`src/rtl/mem_pkg.sv`:
```
// Shared definitions for the memory-access stage.
// Contents: default address/data widths (also used by the decoder and the
//           datapath), the FSM state encoding, the word-alignment mask and
//           an alignment helper function.
package mem_pkg;

   localparam int AW_DEF = 32;
   localparam int DW_DEF = 32;

   // Byte-offset bits that must be zero for a word access.
   localparam logic [1:0] WORD_OFS_MASK = 2'b11;

   typedef enum logic [1:0] {
      S_IDLE   = 2'd0,
      S_ACCESS = 2'd1,
      S_DONE   = 2'd2
   } state_e;

   // True when the two low address bits describe a word-aligned address.
   function automatic logic word_aligned(input logic [1:0] lsb);
      return ((lsb & WORD_OFS_MASK) == 2'b00);
   endfunction

endpackage

```
`src/rtl/mem_access_unit_if.sv`:
```
// Data-memory bus between the memory-access unit and the memory.
// master : memory-access unit (drives memreq, memwe, memaddr, memwdata;
//          receives memready, memrdata).
// slave  : data memory / bus fabric (opposite directions).
interface mem_access_unit_if #(
   parameter int AW = mem_pkg::AW_DEF,
   parameter int DW = mem_pkg::DW_DEF
);

   logic          memreq;
   logic          memwe;
   logic [AW-1:0] memaddr;
   logic [DW-1:0] memwdata;
   logic          memready;
   logic [DW-1:0] memrdata;

   modport master (
      output memreq, memwe, memaddr, memwdata,
      input  memready, memrdata
   );

   modport slave (
      input  memreq, memwe, memaddr, memwdata,
      output memready, memrdata
   );

endinterface

```
`src/rtl/mem_timeout_ctr.sv`:
```
// Bus-wait timeout counter.
// Ports: clock, reset_n (async, active-low); clr restarts the count at 0;
//        en advances it by one; tc flags that the count has reached
//        TIMEOUT-1. tc is held at 0 when TIMEOUT is 0 (timeout disabled).
module mem_timeout_ctr #(
   parameter int TIMEOUT = 255
) (
   input  logic clock,
   input  logic reset_n,
   input  logic clr,
   input  logic en,
   output logic tc
);

   localparam int CW = (TIMEOUT > 1) ? $clog2(TIMEOUT) : 1;
   localparam logic [CW-1:0] TC_VAL = CW'((TIMEOUT > 0) ? (TIMEOUT - 1) : 0);

   logic [CW-1:0] cnt_r;

   // Count register: clear has priority over enable.
   always_ff @(posedge clock or negedge reset_n) begin
      if (!reset_n) begin
         cnt_r <= {CW{1'b0}};
      end else if (clr) begin
         cnt_r <= {CW{1'b0}};
      end else if (en) begin
         cnt_r <= cnt_r + CW'(1);
      end else begin
         cnt_r <= cnt_r;
      end
   end

   assign tc = (TIMEOUT != 0) && (cnt_r == TC_VAL);

endmodule

```
`src/rtl/mem_access_unit.sv`:
```
// Memory-access unit: turns the MEM-stage readmem/writemem strobes into a
// request/ready transaction on a variable-latency data-memory bus, stalls
// the pipeline while the access is outstanding and returns load data.
// Ports:
//   clock, reset_n      clock and asynchronous active-low reset
//   readmem, writemem   load / store request (writemem wins if both set)
//   addr, wdata         byte address and store data from the pipeline
//   stall               combinational pipeline hold
//   rdata, rvalid       registered load result and its one-cycle strobe
//   misalign, buserr    one-cycle error pulses (unaligned request, timeout)
//   bus                 data-memory bus, master side
module mem_access_unit
   import mem_pkg::*;
#(
   parameter int AW      = AW_DEF,
   parameter int DW      = DW_DEF,
   parameter int TIMEOUT = 255
) (
   input  logic              clock,
   input  logic              reset_n,
   input  logic              readmem,
   input  logic              writemem,
   input  logic [AW-1:0]     addr,
   input  logic [DW-1:0]     wdata,
   output logic              stall,
   output logic [DW-1:0]     rdata,
   output logic              rvalid,
   output logic              misalign,
   output logic              buserr,
   mem_access_unit_if.master bus
);

   state_e        state_r, state_nx_s;
   logic          memreq_r, memreq_nx_s;
   logic          memwe_r, memwe_nx_s;
   logic [AW-1:0] memaddr_r, memaddr_nx_s;
   logic [DW-1:0] memwdata_r, memwdata_nx_s;
   logic [DW-1:0] rdata_r, rdata_nx_s;
   logic          rvalid_r, rvalid_nx_s;
   logic          misalign_r, misalign_nx_s;
   logic          buserr_r, buserr_nx_s;
   logic          req_s, aligned_s;
   logic          ctr_clr_s, ctr_en_s, tc_s;
   logic          stall_s;

   assign req_s     = readmem | writemem;
   assign aligned_s = word_aligned(addr[1:0]);

   mem_timeout_ctr #(.TIMEOUT(TIMEOUT)) u_timeout_ctr (
      .clock   (clock),
      .reset_n (reset_n),
      .clr     (ctr_clr_s),
      .en      (ctr_en_s),
      .tc      (tc_s)
   );

   // FSM state register.
   always_ff @(posedge clock or negedge reset_n) begin
      if (!reset_n) begin
         state_r <= S_IDLE;
      end else begin
         state_r <= state_nx_s;
      end
   end

   // Next-state and next-value logic for the bus, result and pulse registers.
   always_comb begin
      state_nx_s    = state_r;
      memreq_nx_s   = memreq_r;
      memwe_nx_s    = memwe_r;
      memaddr_nx_s  = memaddr_r;
      memwdata_nx_s = memwdata_r;
      rdata_nx_s    = rdata_r;
      rvalid_nx_s   = 1'b0;
      misalign_nx_s = 1'b0;
      buserr_nx_s   = 1'b0;
      ctr_clr_s     = 1'b0;
      ctr_en_s      = 1'b0;
      case (state_r)
         S_IDLE: begin
            if (req_s && aligned_s) begin
               memaddr_nx_s  = {addr[AW-1:2], 2'b00};
               memwdata_nx_s = wdata;
               memwe_nx_s    = writemem;   // a simultaneous read+write is a store
               memreq_nx_s   = 1'b1;
               ctr_clr_s     = 1'b1;
               state_nx_s    = S_ACCESS;
            end else if (req_s) begin
               misalign_nx_s = 1'b1;
            end else begin
               state_nx_s = S_IDLE;
            end
         end
         S_ACCESS: begin
            // memready is checked first so a completion on the terminal
            // cycle is never reported as a timeout.
            if (bus.memready) begin
               memreq_nx_s = 1'b0;
               memwe_nx_s  = 1'b0;
               state_nx_s  = S_DONE;
               if (!memwe_r) begin
                  rdata_nx_s  = bus.memrdata;
                  rvalid_nx_s = 1'b1;
               end else begin
                  rdata_nx_s = rdata_r;
               end
            end else if (tc_s) begin
               memreq_nx_s = 1'b0;
               memwe_nx_s  = 1'b0;
               buserr_nx_s = 1'b1;
               state_nx_s  = S_DONE;
            end else begin
               ctr_en_s = 1'b1;
            end
         end
         S_DONE: begin
            state_nx_s = S_IDLE;
         end
         default: begin
            state_nx_s  = S_IDLE;
            memreq_nx_s = 1'b0;
            memwe_nx_s  = 1'b0;
         end
      endcase
   end

   // Bus, result and pulse registers.
   always_ff @(posedge clock or negedge reset_n) begin
      if (!reset_n) begin
         memreq_r   <= 1'b0;
         memwe_r    <= 1'b0;
         memaddr_r  <= {AW{1'b0}};
         memwdata_r <= {DW{1'b0}};
         rdata_r    <= {DW{1'b0}};
         rvalid_r   <= 1'b0;
         misalign_r <= 1'b0;
         buserr_r   <= 1'b0;
      end else begin
         memreq_r   <= memreq_nx_s;
         memwe_r    <= memwe_nx_s;
         memaddr_r  <= memaddr_nx_s;
         memwdata_r <= memwdata_nx_s;
         rdata_r    <= rdata_nx_s;
         rvalid_r   <= rvalid_nx_s;
         misalign_r <= misalign_nx_s;
         buserr_r   <= buserr_nx_s;
      end
   end

   // Pipeline hold: an aligned request must stall in IDLE so the pipeline
   // waits for the access it has just launched.
   always_comb begin
      stall_s = 1'b0;
      case (state_r)
         S_IDLE: begin
            if (req_s && aligned_s) begin
               stall_s = 1'b1;
            end else begin
               stall_s = 1'b0;
            end
         end
         S_ACCESS: stall_s = 1'b1;
         S_DONE:   stall_s = 1'b0;
         default:  stall_s = 1'b0;
      endcase
   end

   assign stall        = stall_s;
   assign rdata        = rdata_r;
   assign rvalid       = rvalid_r;
   assign misalign     = misalign_r;
   assign buserr       = buserr_r;
   assign bus.memreq   = memreq_r;
   assign bus.memwe    = memwe_r;
   assign bus.memaddr  = memaddr_r;
   assign bus.memwdata = memwdata_r;

endmodule
```
`src/flat_wrapper.sv`:
```
// flat-port wrapper written by rule: the top's interface ports become plain ports
module mem_access_unit_flat import mem_pkg::*;
#(
   parameter int AW      = AW_DEF,
   parameter int DW      = DW_DEF,
   parameter int TIMEOUT = 255
)
  (clock, reset_n, readmem, writemem, addr, wdata, stall, rdata, rvalid, misalign, buserr, bus_memreq, bus_memwe, bus_memaddr, bus_memwdata, bus_memready, bus_memrdata);
  mem_access_unit_if #(.AW(AW), .DW(DW)) bus_i ();
  input  logic clock;
  input  logic reset_n;
  input  logic readmem;
  input  logic writemem;
  input  logic [AW-1:0] addr;
  input  logic [DW-1:0] wdata;
  output logic stall;
  output logic [DW-1:0] rdata;
  output logic rvalid;
  output logic misalign;
  output logic buserr;
  output wire logic [$bits(bus_i.memreq)-1:0] bus_memreq;
  output wire logic [$bits(bus_i.memwe)-1:0] bus_memwe;
  output wire logic [$bits(bus_i.memaddr)-1:0] bus_memaddr;
  output wire logic [$bits(bus_i.memwdata)-1:0] bus_memwdata;
  input wire logic [$bits(bus_i.memready)-1:0] bus_memready;
  input wire logic [$bits(bus_i.memrdata)-1:0] bus_memrdata;
  assign bus_memreq = bus_i.memreq;
  assign bus_memwe = bus_i.memwe;
  assign bus_memaddr = bus_i.memaddr;
  assign bus_memwdata = bus_i.memwdata;
  assign bus_i.memready = bus_memready;
  assign bus_i.memrdata = bus_memrdata;
  mem_access_unit #(.AW(AW), .DW(DW), .TIMEOUT(TIMEOUT)) u_core (.clock(clock), .reset_n(reset_n), .readmem(readmem), .writemem(writemem), .addr(addr), .wdata(wdata), .stall(stall), .rdata(rdata), .rvalid(rvalid), .misalign(misalign), .buserr(buserr), .bus(bus_i));
endmodule
```
`config.mk`:
```
export PLATFORM = sky130hd
export DESIGN_NAME = mem_access_unit_flat
export DESIGN_NICKNAME = d
export VERILOG_FILES = /design/src/rtl/mem_pkg.sv /design/src/rtl/mem_access_unit_if.sv /design/src/rtl/mem_timeout_ctr.sv /design/src/rtl/mem_access_unit.sv /design/src/flat_wrapper.sv
export SDC_FILE = /design/constraint.sdc
export NUM_CORES = 1
export LEC_CHECK = 0
export ABC_AREA = 1
export ABC_CLOCK_PERIOD_IN_PS = 1860
export BUFFER_PORTS_ARGS = -buffer_cell sky130_fd_sc_hd__buf_2
export CAP_MARGIN = 20
export CORE_MARGIN = 2
export CORE_UTILIZATION = 47
export DETAILED_ROUTE_END_ITERATION = 8
export GPL_TIMING_DRIVEN = 0
export HOLD_SLACK_MARGIN = 0.1
export PLACE_DENSITY_LB_ADDON = 0.3
export SYNTH_ARGS = -nofsm -noshare
export SYNTH_HDL_FRONTEND = slang
export SYNTH_SLANG_ARGS = --single-unit
```
`constraint.sdc`:
```
create_clock -name clock -period 1.86 [get_ports clock]
set_input_delay 0.093 -clock clock [delete_from_list [all_inputs] [get_ports clock]]
set_output_delay 0.093 -clock clock [all_outputs]
set_load 0.01 [all_outputs]
```
=== Word level (Yosys, flattened, before mapping) ===
Cells that the tools add are included.

* Flip-flop bits (word level): 109
* Input bits: 101
* Output and inout bits: 102
* Logic and storage cells: 56

* Add/sub/neg operators: 1
* Eq/ne operators: 6
* Multiplexer cells: 28
* Bitwise gates (word level): 3
* Reductions and logical operators: 8

{| class="wikitable"
|+ Operators with widths
! operator !! number
|-
| 1-bit two-way mux || 18
|-
| 8-bit two-way mux || 2
|-
| 8-bit by 1-bit adder with 8-bit output (second input constant) || 1
|-
| 8-bit == test (second input constant) || 1
|-
| 2-bit two-way mux || 4
|-
| 1-bit case mux with 3 select lines || 2
|-
| 3-bit AND reduction || 2
|-
| 2-bit zero test || 2
|-
| 2-bit case mux with 2 select lines || 1
|-
| 2-bit AND reduction || 2
|-
| 3-bit by 2-bit != test with 1-bit output (second input constant) || 1
|-
| 3-bit != test (second input constant) || 1
|-
| 2-bit by 1-bit == test with 1-bit output (second input constant) || 1
|-
| 2-bit == test (second input constant) || 1
|-
| 2-bit by 1-bit != test with 1-bit output (second input constant) || 1
|-
| 1-bit inverter || 2
|-
| 1-bit case mux with 2 select lines || 1
|-
| 2-bit nonzero test || 1
|-
| 1-bit logical AND || 1
|-
| 1-bit bitwise OR || 1
|}

=== Logic depth before layout (Yosys ltp) ===
* Depth after elaboration: 6
* Depth in mapped cells: 10
* Depth with buffers taken out: 10

=== Hierarchy ===
A second synthesis with hierarchy kept.

* Cells, all modules: 499
* Area, all modules: 4369.2 um2

{| class="wikitable"
|+ Modules (own cells, without submodules)
! module !! instances !! cells an instance !! area each (um2) !! sequential area each (um2)
|-
| mem_access_unit || 1 || 440 || 3902.5 || 2527.4
|-
| mem_timeout_ctr || 1 || 59 || 466.7 || 200.2
|}

=== Least setup slack after synthesis ===
Ideal clock, no wire load.

* Kind: flip-flop to flip-flop
* From: reg u_core.u_timeout_ctr.cnt_r[0]
* To: reg u_core.memwe_r (netlist: u_core.bus.memwe)
* Setup time: 0.118 ns
* Arrival time: 1.176 ns
* Data required time: 1.742 ns
* Setup slack: 0.566 ns
* Stages on the path, launching flop included: 10
* Buffers on the path: 0
* Period minus slack after synthesis: 1.294 ns
* Cells stage by stage: dfrtp_1 inv_1 ha_1 nand2_1 nor2_1 nand2_2 nand2_2 nand2_1 nand2_1 o21ai_2

* Word-level cells in the longest chain between the ends: 3

{| class="wikitable"
|+ Ends and longest elaborated chain
! element !! line !! text
|-
| start, declared || mem_timeout_ctr.sv:18 || <nowiki>logic [CW-1:0] cnt_r;</nowiki>
|-
| start signal, assigned || mem_timeout_ctr.sv:23 || <nowiki>cnt_r <= {CW{1'b0}};</nowiki>
|-
| start signal, assigned || mem_timeout_ctr.sv:25 || <nowiki>cnt_r <= {CW{1'b0}};</nowiki>
|-
| start signal, assigned || mem_timeout_ctr.sv:27 || <nowiki>cnt_r <= cnt_r + CW'(1);</nowiki>
|-
| 8-bit == test || mem_timeout_ctr.sv:33 || <nowiki>assign tc = (TIMEOUT != 0) && (cnt_r == TC_VAL);</nowiki>
|-
| 3-bit by 2-bit != test with 1-bit output (no source line) || n/a ||
|-
| 3-bit AND reduction (no source line) || n/a ||
|-
| end signal, assigned || mem_access_unit.sv:140 || <nowiki>memwe_r <= memwe_nx_s;</nowiki>
|-
| end, declared || mem_access_unit.sv:35 || <nowiki>logic memwe_r, memwe_nx_s;</nowiki>
|}

Every way passes these cells.
A chain may end at the register's enable or synchronous reset.

=== Worst setup path in the final report ===
* From: in writemem
* To: reg u_core.memaddr_r[10] (netlist: u_core.bus.memaddr[10])

* Word-level cells in the longest chain between the ends: 3

{| class="wikitable"
|+ Ends and longest elaborated chain
! element !! line !! text
|-
| start, declared || flat_wrapper.sv:13 || <nowiki>input logic writemem;</nowiki>
|-
| 1-bit bitwise OR || mem_access_unit.sv:46 || <nowiki>assign req_s = readmem | writemem;</nowiki>
|-
| 1-bit logical AND || mem_access_unit.sv:81 || <nowiki>if (req_s && aligned_s) begin</nowiki>
|-
| 2-bit AND reduction (no source line) || n/a ||
|-
| end signal, assigned || mem_access_unit.sv:132 || <nowiki>memaddr_r <= {AW{1'b0}};</nowiki>
|-
| end signal, assigned || mem_access_unit.sv:141 || <nowiki>memaddr_r <= memaddr_nx_s;</nowiki>
|-
| end, declared || mem_access_unit.sv:36 || <nowiki>logic [AW-1:0] memaddr_r, memaddr_nx_s;</nowiki>
|}

Every way passes these cells.

==> qor.csv <==
metric;value;unit
grt_max_degree;58;
ys_ff_latch;109;
antenna-diode-count;0;
cts.path.max_buffers;2;
rr_startpoint;u_core.u_timeout_ctr.cnt_r[0];
synth-xor-area-share;0.587;%
synth_warnings;0;
num_vias;4369;
critPathCapture;u_core.bus.memaddr[10];
fin_skew;14.6;ps
peakVddDrop;0.621;mV
overflow;0;
p_int;0.00496;W
io_buffers;200;
drt-total-wl;13200;um
slew_violations;0;
crit_type;input port to flip-flop;
worstPathMaxFanout;10;
switching_share;35.4;%
clock-sinks;109;
setup-tns-final;0;ps
start_util;48.4;%
grt_pass1_wl;21200;um
fp.coreArea;9240;um^2
cts-root-buf;clkbuf_8;
worst_pin_slew;698;ps
first_iter_violations;132;
dp_hpwl;8240;um
numCtsBuffers;9;
rsz0062_at_grt;false;
start_kind;input port;
rrSetupSlack;410;ps
setup_viol;0;
first_pass_iters;5;
min-delay-start;addr[0];
hp-class;input port to flip-flop;
synth_cells;498;
leakage;3.89;nW
grt_usage;26.1;%
clock_latency;350;ps
powerDensity;1120;nW/um^2
layout_worst_path_cycle_share;78.0;%
reg2reg_to;u_core.bus.memwe;
outcome;finished clean;
mostFrequentLayoutCells;buf_2 (201), nand2_1 (188), dfrtp_1 (109);
viasPerCell;4.64;
synth_top_family_by_area;simple AND/OR/NAND/NOR gates;
ant_nets;0;
area_growth;53.0;%
rr_worst_depth;9;
tritoncts;yes;
syn_avg_cell_area;8.99;um^2
synth_cell_types;27;
ioPinCount;203;
maxCapViolCount;0;
worstSetupEndpointType;flip-flop;
power.total;0.00767;W
yosys.area_share.simple;19.9;%
required;2080;ps
fp.dieW;102;um
synthAdderAreaFrac;0.559;%
synth_mux_area_share;0;%
post_cts_buffers;0;
die_y;102;um
min_period;1450;ps
final_nets;911;
antenna_found_initial;0;
p_comb_share;34.4;%
die-area;10300;um^2
drc;0;
worstPathArrival;1680;ps
clkPwrFrac;18.7;%
htreeDepth;3;
ctsResizeCount;0;
syn_area;4480;um^2
clk_pin_slew;110;ps
fmax;689;MHz
pwr-share-seq;46.9;%
final_hold_viol_count;0;
worstSetupStartpoint;writemem;
placementRows;35;
gp_congestion;0.818;
layout-drive-gt1-share;30.5;%
grt_pass1_vias;4592;
mostFrequentLayoutCell;buf_2;
synth_compound_area_share;7.91;%
seq_area_frac_synth;60.9;%
slew_headroom;53.4;%
post_drt_wl_per_cell;14.0;um
switchingPower;0.00271;W
==> power by group through the flow <==
stage | registers [W] | clock network (W) | logic, W
after floorplan | 0.00398 | 0 | 0.000861
after global placement | 0.00358 | 0 | 0.00236
after detailed placement | 0.00362 | 0 | 0.00244
after global routing | 0.00370 | 0.00157 | 0.00293
after CTS | 0.00358 | 0.00148 | 0.00260
final | 0.00360 | 0.00144 | 0.00264
==> metrics by stage <==
stage,cell area [um^2],util (%),hold WS [ps],cells,worst slack [ps]
floorplan,4480,-,-203,499,566
global placement,5640,61.1,288,828,-482
detailed placement,5670,61.4,184,829,435
CTS,6850,74.1,150,942,412
global route,6850,74.1,191,942,243
finish,6850,74.1,168,942,408
==> Yosys cell counts (all sizes together) <==
library cell / number / area [um^2]
nand2: 192 / 736
dfrtp: 109 / 2730
inv: 74 / 278
o21ai: 64 / 339
buf: 15 / 138
nor2: 13 / 61.3
nand3: 11 / 67.6
clkbuf: 7 / 26.3
ha: 2 / 25.0
nand4: 2 / 12.5
xnor2: 2 / 17.5
a21oi: 1 / 8.76
clkinv: 1 / 8.76
conb: 1 / 3.75
nand3b: 1 / 7.51
nor3: 1 / 5.00
o22ai: 1 / 6.26
xor2: 1 / 8.76
==> cell type report <==
cell class                 instances  area (um^2)
inverter                          75          287
clock buffer                      13          179
clock inverter                     3         26.3
buffer                            22          164
sequential                       109         2730
fill                             657         2390
tap                              129          161
timing repair buffer             298         2000
multi-input combinational        293         1300
==> registers in the layout, indices dropped and copies added, names as in the netlist, 2 cells and up <==
name                        flops
u_core.bus.memaddr             30
u_core.bus.memwdata            32
u_core.rdata                   32
u_core.state_r                  2
u_core.u_timeout_ctr.cnt_r      8
==> critical path, stage by stage <==
cell,delay [ps]
dlygate4sd3_1,540
buf_2,120
inv_1,70
nand2_1,120
nand3_4,160
clkbuf_1,430
o21ai_1,150
==> routing by layer <==
metal	part of all wire [%]	GRT usage (%)
met4	3.7	11.9
met5	0	0
met3	5.8	4.83
met2	53	46.8
met1	38	30.3
==> worst min-delay path by stage <==
stage	endpoint	slack (ps)	cells past startpoint
finish	u_core.misalign	170	4
global route	u_core.state_r[0]	190	4
CTS	u_core.misalign	150	4
detailed placement	u_core.bus.memaddr[23]	180	1
global placement	u_core.rdata[25]	290	3
floorplan	u_core.bus.memaddr[10]	-200	0
==> cell families after synthesis <==
group	count (synthesis)
compound gates	66
xor+xnor	3
fa+ha+maj	2
buf+inv	97
flops	109
other cells	1
simple gates	220
==> repair_timing <==
action                                  4_1_cts  5_1_grt
hold endpoints to repair                    148        0
hold buffers                                 97        0
endpoints found under the setup margin        0        0
Power figures use the tool's default switching activity.
